`config.mk`:
```
export PLATFORM = sky130hd
export DESIGN_NAME = parking_time_tracker
export DESIGN_NICKNAME = d
export VERILOG_FILES = /design/src/rtl/parking_time_tracker.sv
export SDC_FILE = /design/constraint.sdc
export NUM_CORES = 1
export LEC_CHECK = 0
export ABC_AREA = 1
export CAP_MARGIN = 40
export CORE_UTILIZATION = 58
export DETAILED_ROUTE_END_ITERATION = 8
export PLACE_DENSITY = 0.77
export SETUP_SLACK_MARGIN = 0.05
export SYNTH_ARGS = -nofsm -noshare
export SYNTH_HDL_FRONTEND = slang
export SYNTH_SLANG_ARGS = --single-unit
```
`constraint.sdc`:
```
create_clock -name clk -period 5.15 [get_ports clk]
set_clock_uncertainty 0.1 [all_clocks]
set_input_delay 1.03 -clock clk [delete_from_list [all_inputs] [get_ports clk]]
set_output_delay 1.03 -clock clk [all_outputs]
set_load 0.03 [all_outputs]
```
`src/rtl/parking_time_tracker.sv`:
```
// Parking slot occupancy table with per-slot entry timestamps and a free-running
// time base; a small FSM serialises entry/exit requests and reports ack/err pulses.
module parking_time_tracker #(
  parameter int NUM_SLOTS = 8,
  parameter int TICK_DIV  = 16
) (
  input  logic                           clk,
  input  logic                           rst,
  input  logic                           entry_req,
  input  logic                           exit_req,
  input  logic [$clog2(NUM_SLOTS)-1:0]   slot_id,
  output logic                           req_ack,
  output logic                           req_err,
  output logic [7:0]                     time_in,
  output logic [7:0]                     time_out,
  output logic                           times_valid,
  output logic [NUM_SLOTS-1:0]           occupied,
  output logic [$clog2(NUM_SLOTS+1)-1:0] free_count,
  output logic [7:0]                     current_time
);

  localparam int SLOT_W = $clog2(NUM_SLOTS);
  localparam int CNT_W  = $clog2(NUM_SLOTS + 1);
  localparam int PRE_W  = $clog2(TICK_DIV);

  typedef enum logic [1:0] {
    IDLE  = 2'd0,
    ENTER = 2'd1,
    LEAVE = 2'd2,
    DONE  = 2'd3
  } state_t;

  state_t               state_r, state_nx_s;
  logic [PRE_W-1:0]     pre_r;
  logic [7:0]           time_r;
  logic [SLOT_W-1:0]    slot_r;
  logic [NUM_SLOTS-1:0] occupied_r;
  logic [7:0]           ts_r [NUM_SLOTS];
  logic [7:0]           time_in_r, time_out_r;
  logic                 ack_r, err_r, tv_r;

  logic slot_ok_s, slot_busy_s, slot_load_s, set_s, clr_s;
  logic ack_nx_s, err_nx_s, tv_nx_s;

  function automatic logic [CNT_W-1:0] count_free(input logic [NUM_SLOTS-1:0] occ);
    logic [CNT_W-1:0] n;
    n = '0;
    for (int i = 0; i < NUM_SLOTS; i++) begin
      n = n + CNT_W'(~occ[i]);
    end
    return n;
  endfunction

  // Out-of-range slot numbers (non power-of-two NUM_SLOTS) are treated as free and unusable.
  assign slot_ok_s   = (32'(slot_r) < NUM_SLOTS);
  assign slot_busy_s = slot_ok_s && occupied_r[slot_r];

  // Time base: prescaler wraps every TICK_DIV cycles and bumps current_time mod 256.
  always_ff @(posedge clk or posedge rst) begin
    if (rst) begin
      pre_r  <= '0;
      time_r <= 8'd0;
    end else if (pre_r == PRE_W'(TICK_DIV - 1)) begin
      pre_r  <= '0;
      time_r <= time_r + 8'd1;
    end else begin
      pre_r  <= pre_r + PRE_W'(1'b1);
    end
  end

  // FSM state register.
  always_ff @(posedge clk or posedge rst) begin
    if (rst) state_r <= IDLE;
    else     state_r <= state_nx_s;
  end

  // Next-state and action decode; entry takes priority over exit in IDLE.
  always_comb begin
    state_nx_s  = state_r;
    slot_load_s = 1'b0;
    set_s       = 1'b0;
    clr_s       = 1'b0;
    ack_nx_s    = 1'b0;
    err_nx_s    = 1'b0;
    tv_nx_s     = 1'b0;
    case (state_r)
      IDLE: begin
        if (entry_req) begin
          state_nx_s  = ENTER;
          slot_load_s = 1'b1;
        end else if (exit_req) begin
          state_nx_s  = LEAVE;
          slot_load_s = 1'b1;
        end else begin
          state_nx_s  = IDLE;
        end
      end
      ENTER: begin
        state_nx_s = DONE;
        if (slot_ok_s && !slot_busy_s) begin
          set_s    = 1'b1;
          ack_nx_s = 1'b1;
        end else begin
          err_nx_s = 1'b1;
        end
      end
      LEAVE: begin
        state_nx_s = DONE;
        if (slot_busy_s) begin
          clr_s    = 1'b1;
          ack_nx_s = 1'b1;
          tv_nx_s  = 1'b1;
        end else begin
          err_nx_s = 1'b1;
        end
      end
      DONE:    state_nx_s = IDLE;
      default: state_nx_s = IDLE;
    endcase
  end

  // Slot table, captured timestamps and status pulses; time_r is the pre-edge value here.
  always_ff @(posedge clk or posedge rst) begin
    if (rst) begin
      slot_r     <= '0;
      occupied_r <= '0;
      time_in_r  <= 8'd0;
      time_out_r <= 8'd0;
      ack_r      <= 1'b0;
      err_r      <= 1'b0;
      tv_r       <= 1'b0;
      for (int i = 0; i < NUM_SLOTS; i++) ts_r[i] <= 8'd0;
    end else begin
      ack_r <= ack_nx_s;
      err_r <= err_nx_s;
      tv_r  <= tv_nx_s;
      if (slot_load_s) slot_r <= slot_id;
      if (set_s) begin
        occupied_r[slot_r] <= 1'b1;
        ts_r[slot_r]       <= time_r;
      end
      if (clr_s) begin
        occupied_r[slot_r] <= 1'b0;
        time_in_r          <= ts_r[slot_r];
        time_out_r         <= time_r;
      end
    end
  end

  assign req_ack      = ack_r;
  assign req_err      = err_r;
  assign times_valid  = tv_r;
  assign time_in      = time_in_r;
  assign time_out     = time_out_r;
  assign occupied     = occupied_r;
  assign current_time = time_r;
  assign free_count   = count_free(occupied_r);

endmodule
```
==> run summary, run 1 <==
PwrDens = 518 nW/um^2
VDD IR max = 0.429 mV
Post-Syn Area = 5260 sq um
Area share of the largest cell type after synthesis = 51.4%
Total wire length = 13000 microns
Arrival @ worst endpoint = 3.78 ns
Per-instance average area after synthesis = 7.78 sq um
Max Transition Viols Final = 0
Yosys Warn Count = 0
Period utilization = 95.4%
Static Leak = 3.20 nW
Slew headroom = 50.0%
Largest family of logic cells by synthesized area = simple AND/OR/NAND/NOR gates
Rows = 34
Post-Synth Simple-Gate Area = 32.7%
CTS Buf Count = 9
Tightest Pin Transition = 0.750 ns
Number of synthesized flops with an enable pin = 0
Synth Area in Adders = 3.43%
DR WL/cell = 15.8 microns
Synth cell types = 27
Core Box Area = 8760 sq um
Cells after synthesis = 676
First-pass GRT wire length = 21700 microns
Critical Path RT = 4.02 ns
GP Congestion = 0.846
Synth cell count leaders = nand2_1, dfrtp_1, inv_1
Sequential area share after synthesis = 51.4%
Critical path startpoint category = register
Clock Latency Late Sink = 0.38 ns
Final setup vio count = 0
GRT Total Usage = 29.2%
Starting Density = 60.0%
CTS H-tree depth = 3
Post-DRT Antenna Nets = 0
Final Cell Area = 6030 sq um
Die height = 97.2 microns
Placed instance area = 5790 sq um
Crit path kind = reg2out
Maximum clock frequency = 204 MHz
Crit. End Element = output port
CTS max path bufs = 2
Final core occ = 68.8%
Setup_tns = 0 ns
Ratio of cells with drive above 1 in the final layout = 5.32%
Nets = 728
Clock Sinks = 108
Area of the die = 9450 sq um
FFs w/ async S/R, synth = 100%
RSZ-0062 raised after global routing = false
Overflow after GRT = 0
Worst-path fanout max = 4
Reg2Reg Setup Slack = 2.16 ns
Ranking of synthesized cells by area = dfrtp_1, nand2_1, inv_1
Leading cell type by number of instances after synthesis = nand2_1
Synth Register Bits = 108
Max cap viols = 0
Hpwl dp = 8710 microns
Antenna violations before repair = 0
Drc violations = 0
Synth-to-Final Area Change = 14.7%
Post-CTS setup buffers = 0
IO buf count = 45
Synth Flop Type = dfrtp_1
Compound-Gate Fraction of Synth Area = 5.45%
Iteration-0 DRC Markers = 339
DR pass1 iterations = 5
Top cell type by total area after synthesis = dfrtp_1
XOR/XNOR Fraction of Synth Area = 1.50%
IO Pins = 46
Number of antenna diodes = 0
Worst Hold Class = reg2reg
CTS tree = built
Vias in the first global route = 4286
Final Hold Viols = 0
Largest net degree at the start of global routing = 47
Clk root buf = clkbuf_8
Multiplexer area fraction after synthesis = 0%
Post-route minimum period = 4.91 ns
Post-Syn Nets = 695
Status = finished, final reports clean
Clk pin slew, worst setup/hold paths = 0.10 ns
Die width = 97.2 microns
Via Count = 4561
Via-to-Cell Ratio = 5.55
-- logic make-up (layout without fill, tap and decap cells) --
logic type	Yosys count	count (layout)
AO/OA/AOI/OAI	56	56
XOR/XNOR	9	9
adder cells (fa/ha/maj)	12	12
buffers and inverters	73	111
flip-flops	108	108
AND/OR/NAND/NOR	418	418
-- state kept, by name, indices dropped and copies added (netlist names) --
register,flops
current_time,8
occupied,8
pre_r,4
req_ack,1
req_err,1
slot_r,3
state_r,2
time_in,8
time_out,8
times_valid,1
ts_r,64
-- final timing paths --
| check | cells after the start | end | from |
|---|---|---|---|
| worst min register to register | 2 | ts_r[49]$_DFFE_PP0P_ | ts_r[49]$_DFFE_PP0P_ |
| min in group asynchronous | 2 | current_time[7]$_DFFE_PP0N_ | rst |
| worst min-delay path | 2 | ts_r[49]$_DFFE_PP0P_ | ts_r[49]$_DFFE_PP0P_ |
| worst max-delay path | 9 | free_count[1] | occupied[0]$_DFF_PP0_ |
| max in group asynchronous | 3 | ts_r[49]$_DFFE_PP0P_ | rst |
| worst max register to register | 9 | time_in[5]$_DFFE_PP0P_ | slot_r[2]$_DFFE_PP0P_ |
-- worst max-delay path: stages (launching register included) --
cell             delay (ns)
dfrtp_1                0.40
inv_1                  0.09
fa_1                   0.58
fa_1                   0.44
fa_1                   0.52
ha_1                   0.17
inv_1                  0.06
fa_1                   0.43
inv_1                  0.06
clkdlybuf4s50_1        0.66
-- stage by stage --
step	total power, mW	worst slack [ns]	hold WS (ns)	cells
floorplan	2.07	0.741	0.349	676
global placement	2.46	0.633	0.362	805
finish	3.12	0.236	0.388	822
global route	3.30	0.0994	0.404	822
detailed placement	2.51	0.572	0.365	806
CTS	3.12	0.163	0.391	822
-- where the power goes --
| part | internal, mW | leakage (nW) | switching [mW] |
|---|---|---|---|
| clock network | 0.326 | 0.118 | 0.292 |
| logic | 0.466 | 1.65 | 0.995 |
| registers | 0.959 | 1.43 | 0.0808 |
-- layout make-up --
| class | instances | area [sq um] |
|---|---|---|
| Sequential cell | 108 | 2700 |
| Inverter | 43 | 164 |
| Tap cell | 108 | 135 |
| Clock buffer | 11 | 131 |
| Timing Repair Buffer | 52 | 526 |
| Clock inverter | 5 | 108 |
| Multi-Input combinational cell | 495 | 2260 |
| Fill cell | 710 | 2730 |
-- placed cells by master, fill, tap and decap left out, types with 2 or more instances in the layout --
master and n:
clkbuf_8 9, buf_4 6, nand3_1 15, inv_1 40
dfrtp_1 108, nor3_1 4, a21oi_1 29, clkdlybuf4s50_1 44
nor2_4 2, clkbuf_1 2, inv_2 2, nand4_1 18
xor2_1 8, a22oi_1 2, nor2_2 7, ha_1 8
bufinv_16 3, fa_1 4, nor2_1 26, o21ai_0 24
nand2_1 341
-- layer usage --
layer	share of wire (%)	global-route usage, %	vias up
met4	2.5	10.7	0
met2	47	45.7	203
met5	0	0	-
met3	7.4	5.18	30
met1	43	41.2	2155
li1	-	-	2173
-- repair_timing --
action | CTS | global route
endpoints found under the setup margin | 0 | 1
hold buffers | 0 | 0
gates resized for setup | 0 | 1
Note: power is estimated with default switching activity, not from simulation.
==> run 2: changes to the inputs <==
--- a/config.mk
+++ b/config.mk
@@ -7,9 +7,11 @@
 export LEC_CHECK = 0
 export ABC_AREA = 1
 export CAP_MARGIN = 40
-export CORE_UTILIZATION = 58
+export CELL_PAD_IN_SITES_DETAIL_PLACEMENT = 0
+export CELL_PAD_IN_SITES_GLOBAL_PLACEMENT = 2
+export CORE_UTILIZATION = 34
 export DETAILED_ROUTE_END_ITERATION = 8
-export PLACE_DENSITY = 0.77
+export PLACE_DENSITY = 0.76
 export SETUP_SLACK_MARGIN = 0.05
 export SYNTH_ARGS = -nofsm -noshare
 export SYNTH_HDL_FRONTEND = slang
==> constraint.sdc (replaced) <==
create_clock -name clk -period 5.4 [get_ports clk]
set_clock_uncertainty 0.1 [all_clocks]
set_input_delay 1.08 -clock clk [delete_from_list [all_inputs] [get_ports clk]]
set_output_delay 1.08 -clock clk [all_outputs]
set_load 0.03 [all_outputs]
==> run 2 against run 1 <==
  * Critical path type unchanged
  * Final area grew 2.8%
  * Largest cell class unchanged
  * Global-route usage fell by 9.6 points
  * Hold slack worse by 0.0092 ns
  * Routed wire length grew 10%
  * Power decreased by 0.41%
  * Critical path depth did not move
==> run summary, run 2 (synthesis gave the netlist of run 1 again) <==
Status = finished, final reports clean
Min Hold Slack = 0.378 ns
Synth-to-Final Area Change = 17.9%
Hold buffers post-CTS = 0
Post-CTS Resized = 0
Overflow after GRT = 0
Period utilization = 92.2%
Via-to-Cell Ratio = 4.87
Top reg by flops = ts_r
Worst Hold Class = reg2reg
CTS Buf Count = 9
Hpwl dp = 9430 microns
DR WL/cell = 15.9 microns
Post-DRT Antenna Nets = 0
Clock Sinks = 108
Maximum clock frequency = 201 MHz
Area of the die = 16000 sq um
Antenna violations before repair = 0
Die height = 126 microns
Slowest stage delay, CP = 0.68 ns
Total wire length = 14300 microns
IO Pins = 46
Vias in the first global route = 4324
Clk pin slew, worst setup/hold paths = 0.07 ns
Commonest non-fill, non-tap cell in the layout = nand2_1
PwrDens = 501 nW/um^2
Drc violations = 0
Rows = 45
Tightest Pin Transition = 0.898 ns
First-pass GRT wire length = 23900 microns
DR pass1 iterations = 5
Starting Density = 34.7%
CTS H-tree depth = 3
Nets = 727
Number of antenna diodes = 0
VDD IR max = 0.370 mV
Final Cell Area = 6200 sq um
Max FFs per register = 64
Max cap viols = 0
CTS max path bufs = 2
Post-route minimum period = 4.98 ns
GRT Total Usage = 19.6%
Final setup vio count = 0
GP Congestion = 0.756
Final core occ = 40.9%
Largest net degree at the start of global routing = 49
Die width = 126 microns
Static Leak = 3.21 nW
Cell family with the largest share of critical-path delay = adder cells
Max Transition Viols Final = 0
Slew headroom = 40.2%
Crit-path cells = inv_1, fa_1, fa_1, fa_1, ha_1, inv_1, fa_1, xnor2_1, clkdlybuf4s50_1
Via Count = 4384
Slowest cell on crit path = clkdlybuf4s50_1
Post-Layout Cell Count = 901
Clock Latency Late Sink = 0.36 ns
Clk root buf = clkbuf_16
Placed instance area = 5890 sq um
Post-CTS setup buffers = 0
Crit path kind = reg2out
Iteration-0 DRC Markers = 334
Most frequent cells in the layout = nand2_1, dfrtp_1, clkdlybuf4s50_1
Worst-path fanout max = 4
Final Hold Viols = 0
Critical Path RT = 4.22 ns
CTS tree = built
Worst path bufs/invs = 3
Crit. End Element = output port
Most used cell, CP = fa_1
RSZ-0062 raised after global routing = false
Critical path startpoint category = register
IO buf count = 45
Ratio of cells with drive above 1 in the final layout = 5.61%
Placed cell count = 885
Setup_tns = 0 ns
Core Box Area = 15100 sq um
Arrival @ worst endpoint = 3.80 ns
==> run 2: cell types whose count changed in the layout (fill, tap and decap cells not counted), moves of 2 or more <==
| cell | before | now |
|---|---|---|
| bufinv_16 | 3 | 1 |
| clkbuf_1 | 2 | 0 |
| clkbuf_8 | 9 | 1 |
| clkinvlp_4 | 0 | 2 |
| buf_4 | 6 | 4 |
| clkbuf_16 | 0 | 9 |
==> run 2: path summary, 6_finish.rpt <==
path                                        start                endpoint  slack (ns)  cells past startpoint
max                         occupied[0]$_DFF_PP0_           free_count[2]        0.42                      9
min                        time_in[0]$_DFFE_PP0P_  time_in[0]$_DFFE_PP0P_        0.38                      2
max reg2reg                 slot_r[0]$_DFFE_PP0P_    ts_r[35]$_DFFE_PP0P_        2.01                      9
min reg2reg                time_in[0]$_DFFE_PP0P_  time_in[0]$_DFFE_PP0P_        0.38                      2
max in group asynchronous                     rst    ts_r[20]$_DFFE_PP0P_        3.44                      3
min in group asynchronous                     rst   occupied[4]$_DFF_PP0_        0.98                      2
==> run 2: worst register-to-register path, cell delays in order (launching register included) <==
cell,delay (ns)
dfrtp_2,0.95
inv_2,0.57
nand3_2,0.27
nor2_1,0.09
nor2_4,0.11
buf_4,0.28
nand3_4,0.29
nor2_2,0.49
nand2_1,0.10
nand2_1,0.08
==> run 2: routing by layer <==
metal	vias to the layer above	track usage [%]	routed length [microns]
met5	-	0	0
met4	0	4.04	96
met3	9	4.01	560
met2	94	30.3	6390
met1	2116	28.4	7270
li1	2165	-	-
==> run 2: where the power goes <==
part           internal [mW]  switching, mW  total (mW)
clock                  0.377          0.322       0.699
sequential             0.915          0.127        1.04
combinational          0.434          0.932        1.37
==> run 2: final cells by class <==
cell class	instances	area, sq um
inverter	43	164
sequential	108	2700
multi-input combinational	495	2260
clock inverter	6	71.3
fill	1562	8950
timing repair buffer	51	523
clock buffer	10	239
tap	188	235
==> run 2: per-stage QoR <==
step | power [mW] | worst slack [ns]
2_1_floorplan | 1.97 | 0.941
3_3_place_gp | 2.41 | 0.804
3_5_place_dp | 2.43 | 0.789
4_1_cts | 3.14 | 0.393
5_1_grt | 3.32 | 0.252
6_report | 3.11 | 0.424
==> RTL change 1 (settings of run 1) <==
Remove the register `err_r`: a continuous assignment takes its place, so the output `req_err` follows one clock earlier.
--- a/src/rtl/parking_time_tracker.sv
+++ b/src/rtl/parking_time_tracker.sv
@@ -127,12 +127,10 @@
       time_in_r  <= 8'd0;
       time_out_r <= 8'd0;
       ack_r      <= 1'b0;
-      err_r      <= 1'b0;
       tv_r       <= 1'b0;
       for (int i = 0; i < NUM_SLOTS; i++) ts_r[i] <= 8'd0;
     end else begin
       ack_r <= ack_nx_s;
-      err_r <= err_nx_s;
       tv_r  <= tv_nx_s;
       if (slot_load_s) slot_r <= slot_id;
       if (set_s) begin
@@ -147,6 +145,8 @@
     end
   end
 
+  assign err_r = err_nx_s;
+
   assign req_ack      = ack_r;
   assign req_err      = err_r;
   assign times_valid  = tv_r;
Behaviour: not the same (Yosys sat finds a counterexample within 4 cycles, from zero or initial values and one cycle with rst high).
==> RTL change 1 against run 1 <==
  * Wire length decreased by 4.1%
  * Worst setup slack got worse by 0.059 ns
  * Critical path depth unchanged
  * Sequential cell count decreased by 1
  * Area after synthesis decreased by 0.48%
  * Core utilization decreased by 0.64 points
  * Count of clock-buffer cells in the layout decreased by 1
  * Final area decreased by 1.4%
  * Power decreased by 4.5%
  * Largest cell class unchanged
  * Highest routed layer unchanged
  * Final cell count decreased by 0.36%
==> RTL change 1: results (changes against run 1) <==
| Metric | Value |
|---|---|
| Status | finished, final reports clean |
| First-pass GRT wire length | 20600 µm (-5.4%) |
| Vias per cell | 5.40 (-2.7%) |
| Sequential power | 1040 µW (about the same) |
| Num CTS Buffers | 9 (unchanged) |
| Slew Limit Headroom | 0.497 (-0.00284) |
| Number of library cell types mapped by synthesis | 27 (unchanged) |
| DRT iter0 DRCs | 346 (+2.1%) |
| Routability cong. | 0.851 (+0.63%) |
| Post-synth ARST share | 1.00 (unchanged) |
| Hold Startpoint | time_in[7] |
| Main flop type after synthesis | dfrtp_1 |
| Vias | 4423 (-3.0%) |
| Top post-synthesis cells by area | dfrtp_1, nand2_1, inv_1, a21oi_1, o21ai_0 |
| Post-synthesis sequential area ratio | 0.512 (-0.00232) |
| Critical Path AT | 3.84 ns (+0.06 ns) |
| Reg2reg start | slot_r[0] |
| Post-synthesis average cell area | 7.75 µm² (-0.33%) |
| DP Cell Count | 803 (-0.37%) |
| Largest Register | ts_r |
| Final nets | 725 (-0.41%) |
| Cell Area, Placed | 5760 µm² (-0.56%) |
| Post-synth top cells | nand2_1, dfrtp_1, inv_1 |
| HPWL after DPL | 8510 µm (-2.3%) |
| Largest register FFs | 64 (unchanged) |
| Hold WC Path Type | reg -> reg |
| Syn_nets | 694 (-0.14%) |
| Vias in the first global route | 4084 (-4.7%) |
| Hold Path Sink | time_in[7] |
| Aggregate global-route resource usage | 0.280 (-0.0125) |
| Postcts setup bufs | 0 (unchanged) |
| DRT Pass-1 Iters | 7 (+2) |
| Static Leak | 0.00316 µW (-1.5%) |
| Critical R2R Capture | time_in[7] |
| Port Buffers | 45 (unchanged) |
| Share of layout cells above drive strength 1 | 0.0520 (-0.00118) |
| Sw Ratio | 0.466 (+0.0273) |
| Wire per inst | 15.2 µm (-3.8%) |
| Worst-case clock buffer depth | 2 (unchanged) |
| Clock Latency Late Sink | 0.38 ns (about the same) |
| Largest net degree at the start of global routing | 70 (+49%) |
| Maximum VDD drop | 407 µV (-5.0%) |
| Clk slew on worst S/H paths | 0.10 ns (about the same) |
| Max FO, Critical Path | 4 (unchanged) |
| N_diodes | 0 (unchanged) |
| Setup WS pre-CTS | 0.512 ns (-0.0596 ns) |
| Combinational Power Share | 0.487 (+0.019) |
| R2R setup slack | 1.82 ns (-0.34 ns) |
| FF-to-FF path depth | 10 (+1) |
| H-tree levels | 3 (unchanged) |
| Yosys warning count | 0 (unchanged) |
RTL change 1: per-stage QoR:
stage	hold WS, ns	power (µW)
final	0.388	2980
after global routing	0.407	3150
after CTS	0.392	2990
after detailed placement	0.366	2490
after global placement	0.361	2440
after floorplan	0.349	2060
RTL change 1: cell families (layout without fill, tap and decap cells):
family,count (synthesis),after routing,synth area share
flops,107,107,0.512
buf+inv,73,109,0.0557
simple gates,418,418,0.328
fa+ha+maj,12,12,0.0344
compound gates,56,56,0.0548
xor+xnor,9,9,0.0151
RTL change 1: area by class of cell:
type	instances	area (µm²)
Timing Repair Buffer	50	518
Multi-Input combinational cell	495	2260
Inverter	43	164
Fill cell	763	2780
Tap cell	108	135
Clock inverter	6	58.8
Clock buffer	10	128
Sequential cell	107	2680
RTL change 1: how the worst max path moves through the flow:
stage | endpoint | cells past startpoint | startpoint | slack, ns
2_1_floorplan | free_count[2] | 8 | occupied[0] | 0.74
3_3_place_gp | free_count[2] | 9 | occupied[0] | 0.63
3_5_place_dp | free_count[2] | 9 | occupied[0] | 0.51
4_1_cts | free_count[2] | 9 | occupied[0] | 0.09
5_1_grt | free_count[1] | 9 | occupied[0] | 0.07
6_report | free_count[1] | 9 | occupied[0] | 0.18
RTL change 1: critical path, stage by stage (launching register included):
cell             delay [ns]
dfrtp_1                0.40
inv_1                  0.09
fa_1                   0.59
fa_1                   0.45
fa_1                   0.52
ha_1                   0.18
inv_1                  0.07
fa_1                   0.43
inv_1                  0.06
clkdlybuf4s50_1        0.66
RTL change 1: layer usage:
| layer | wire, µm | share of wire | track usage |
|---|---|---|---|
| met5 | 0 | 0 | 0 |
| met4 | 168 | 0.013 | 0.0666 |
| met3 | 888 | 0.071 | 0.0607 |
| met2 | 5810 | 0.47 | 0.436 |
| met1 | 5610 | 0.45 | 0.402 |
==> RTL change 2 (flow settings as in run 1) <==
Without the edit above. The parameter `TICK_DIV` goes from 16 to 8.
--- a/src/rtl/parking_time_tracker.sv
+++ b/src/rtl/parking_time_tracker.sv
@@ -2,7 +2,7 @@
 // time base; a small FSM serialises entry/exit requests and reports ack/err pulses.
 module parking_time_tracker #(
   parameter int NUM_SLOTS = 8,
-  parameter int TICK_DIV  = 16
+  parameter int TICK_DIV  = 8
 ) (
   input  logic                           clk,
   input  logic                           rst,
Formal check against the unedited RTL: not equivalent (Yosys sat finds a counterexample within 10 cycles, from zero or initial values and one cycle with rst high).
==> RTL change 2 against run 1 <==
  * Sequential cell count shrank 1
  * Global-route usage increased by 0.16 points
  * Worst hold slack worse by 0.047 ns
  * Area after synthesis shrank 0.83%
  * Worst setup slack worse by 0.060 ns
  * Core utilization down 0.84 points
  * Final area fell by 1.7%
  * Sequential power up 7%
  * Count of clock-buffer cells in the layout did not move
  * Wire length fell by 1.6%
  * Power rose by 0.87%
  * Largest power group unchanged
  * Highest routed layer unchanged
==> RTL change 2: results (changes against run 1) <==
| Metric | Value |
|---|---|
| Status | finished, final reports clean |
| HPWL after DPL | 8500 µm (-2.4%) |
| Final wirelength | 12800 µm (-1.6%) |
| Largest net degree at the start of global routing | 58 (+23%) |
| Hold Startpoint | pre_r[0] |
| Min-Delay Path Depth | 1 (-1) |
| Critical R2R Capture | ts_r[15] |
| Vias per cell | 5.48 (-1.2%) |
| Fill cells | 735 (+3.5%) |
| Static Leak | 0.00311 µW (-3.0%) |
| Final nets | 729 (+0.14%) |
| Wire per inst | 15.6 µm (-1.6%) |
| Critical Path AT | 3.84 ns (+0.06 ns) |
| Reg2reg start | slot_r[1] |
| Slew Limit Headroom | 0.396 (-0.104) |
| FF-to-FF path depth | 5 (-4) |
| Hold_ws | 0.340 ns (-0.0471 ns) |
| Met1 Wirelength | 5660 µm (+1.4%) |
| Cells after Synth | 680 (+0.59%) |
| DRT iter0 DRCs | 418 (+23%) |
| Post-synth top cells | nand2_1, dfrtp_1, inv_1 |
| Routability cong. | 0.874 (+3.3%) |
| Vias in the first global route | 4390 (+2.4%) |
| Maximum VDD drop | 368 µV (-14%) |
| Pwr dens | 531 nW/µm² (+2.6%) |
| Wire length on met2 | 6050 µm (-1.6%) |
| Share of layout cells above drive strength 1 | 0.0490 (-0.00420) |
| Top post-synthesis cells by area | dfrtp_1, nand2_1, a21oi_1, inv_1, o21ai_0 |
| Hold Path Sink | pre_r[0] |
| Aggregate global-route resource usage | 0.294 (+0.00165) |
| Syn_nets | 700 (+0.72%) |
| Setup WS pre-CTS | 0.580 ns (+0.00848 ns) |
## RTL change 2: changes by cell type after synthesis, moves of 2 or more
cell      delta
nand2_1     +10
clkbuf_1     +9
nand3_1      -5
buf_1        -4
a21oi_1      +3
buf_2        -3
inv_1        -3
a22oi_1      -2
o21ai_0      +2
xor2_1       -2
## RTL change 2: cell type report
class,count,area share
flip-flops and latches,107,0.452
well taps,108,0.0228
repair buffers,50,0.0857
inverters,42,0.0270
clock inverters,5,0.0101
clock buffers,11,0.0239
multi-input cells,499,0.379
## RTL change 2: kinds of logic (layout without fill, tap and decap cells)
logic type,Yosys count,after routing,synth area share
DFF,107,107,0.514
and+or+nand+nor,420,420,0.325
AOI/OAI and AO/OA,59,59,0.0569
adders and majority gates,13,13,0.0370
buffers and inverters,74,108,0.0559
xor gates and xnor gates,7,7,0.0118
## RTL change 2: worst max path at each step
stage / start / slack [ns] / to
final: occupied[0] / 0.18 / free_count[2]
after global placement: occupied[0] / 0.69 / free_count[2]
after CTS: occupied[0] / 0.16 / free_count[2]
after detailed placement: occupied[0] / 0.58 / free_count[2]
after floorplan: occupied[0] / 0.78 / free_count[2]
after global routing: occupied[0] / 0.06 / free_count[2]
## RTL change 2: report_power, final
group,internal [µW],switching (µW)
sequential,987,123
clock,240,291
combinational,481,1030
total,1710,1440
## RTL change 2: routing by layer
| layer | global-route usage | vias up |
|---|---|---|
| li1 | - | 2159 |
| met5 | 0 | - |
| met4 | 0.132 | 0 |
| met3 | 0.0455 | 31 |
| met2 | 0.455 | 167 |
| met1 | 0.411 | 2151 |
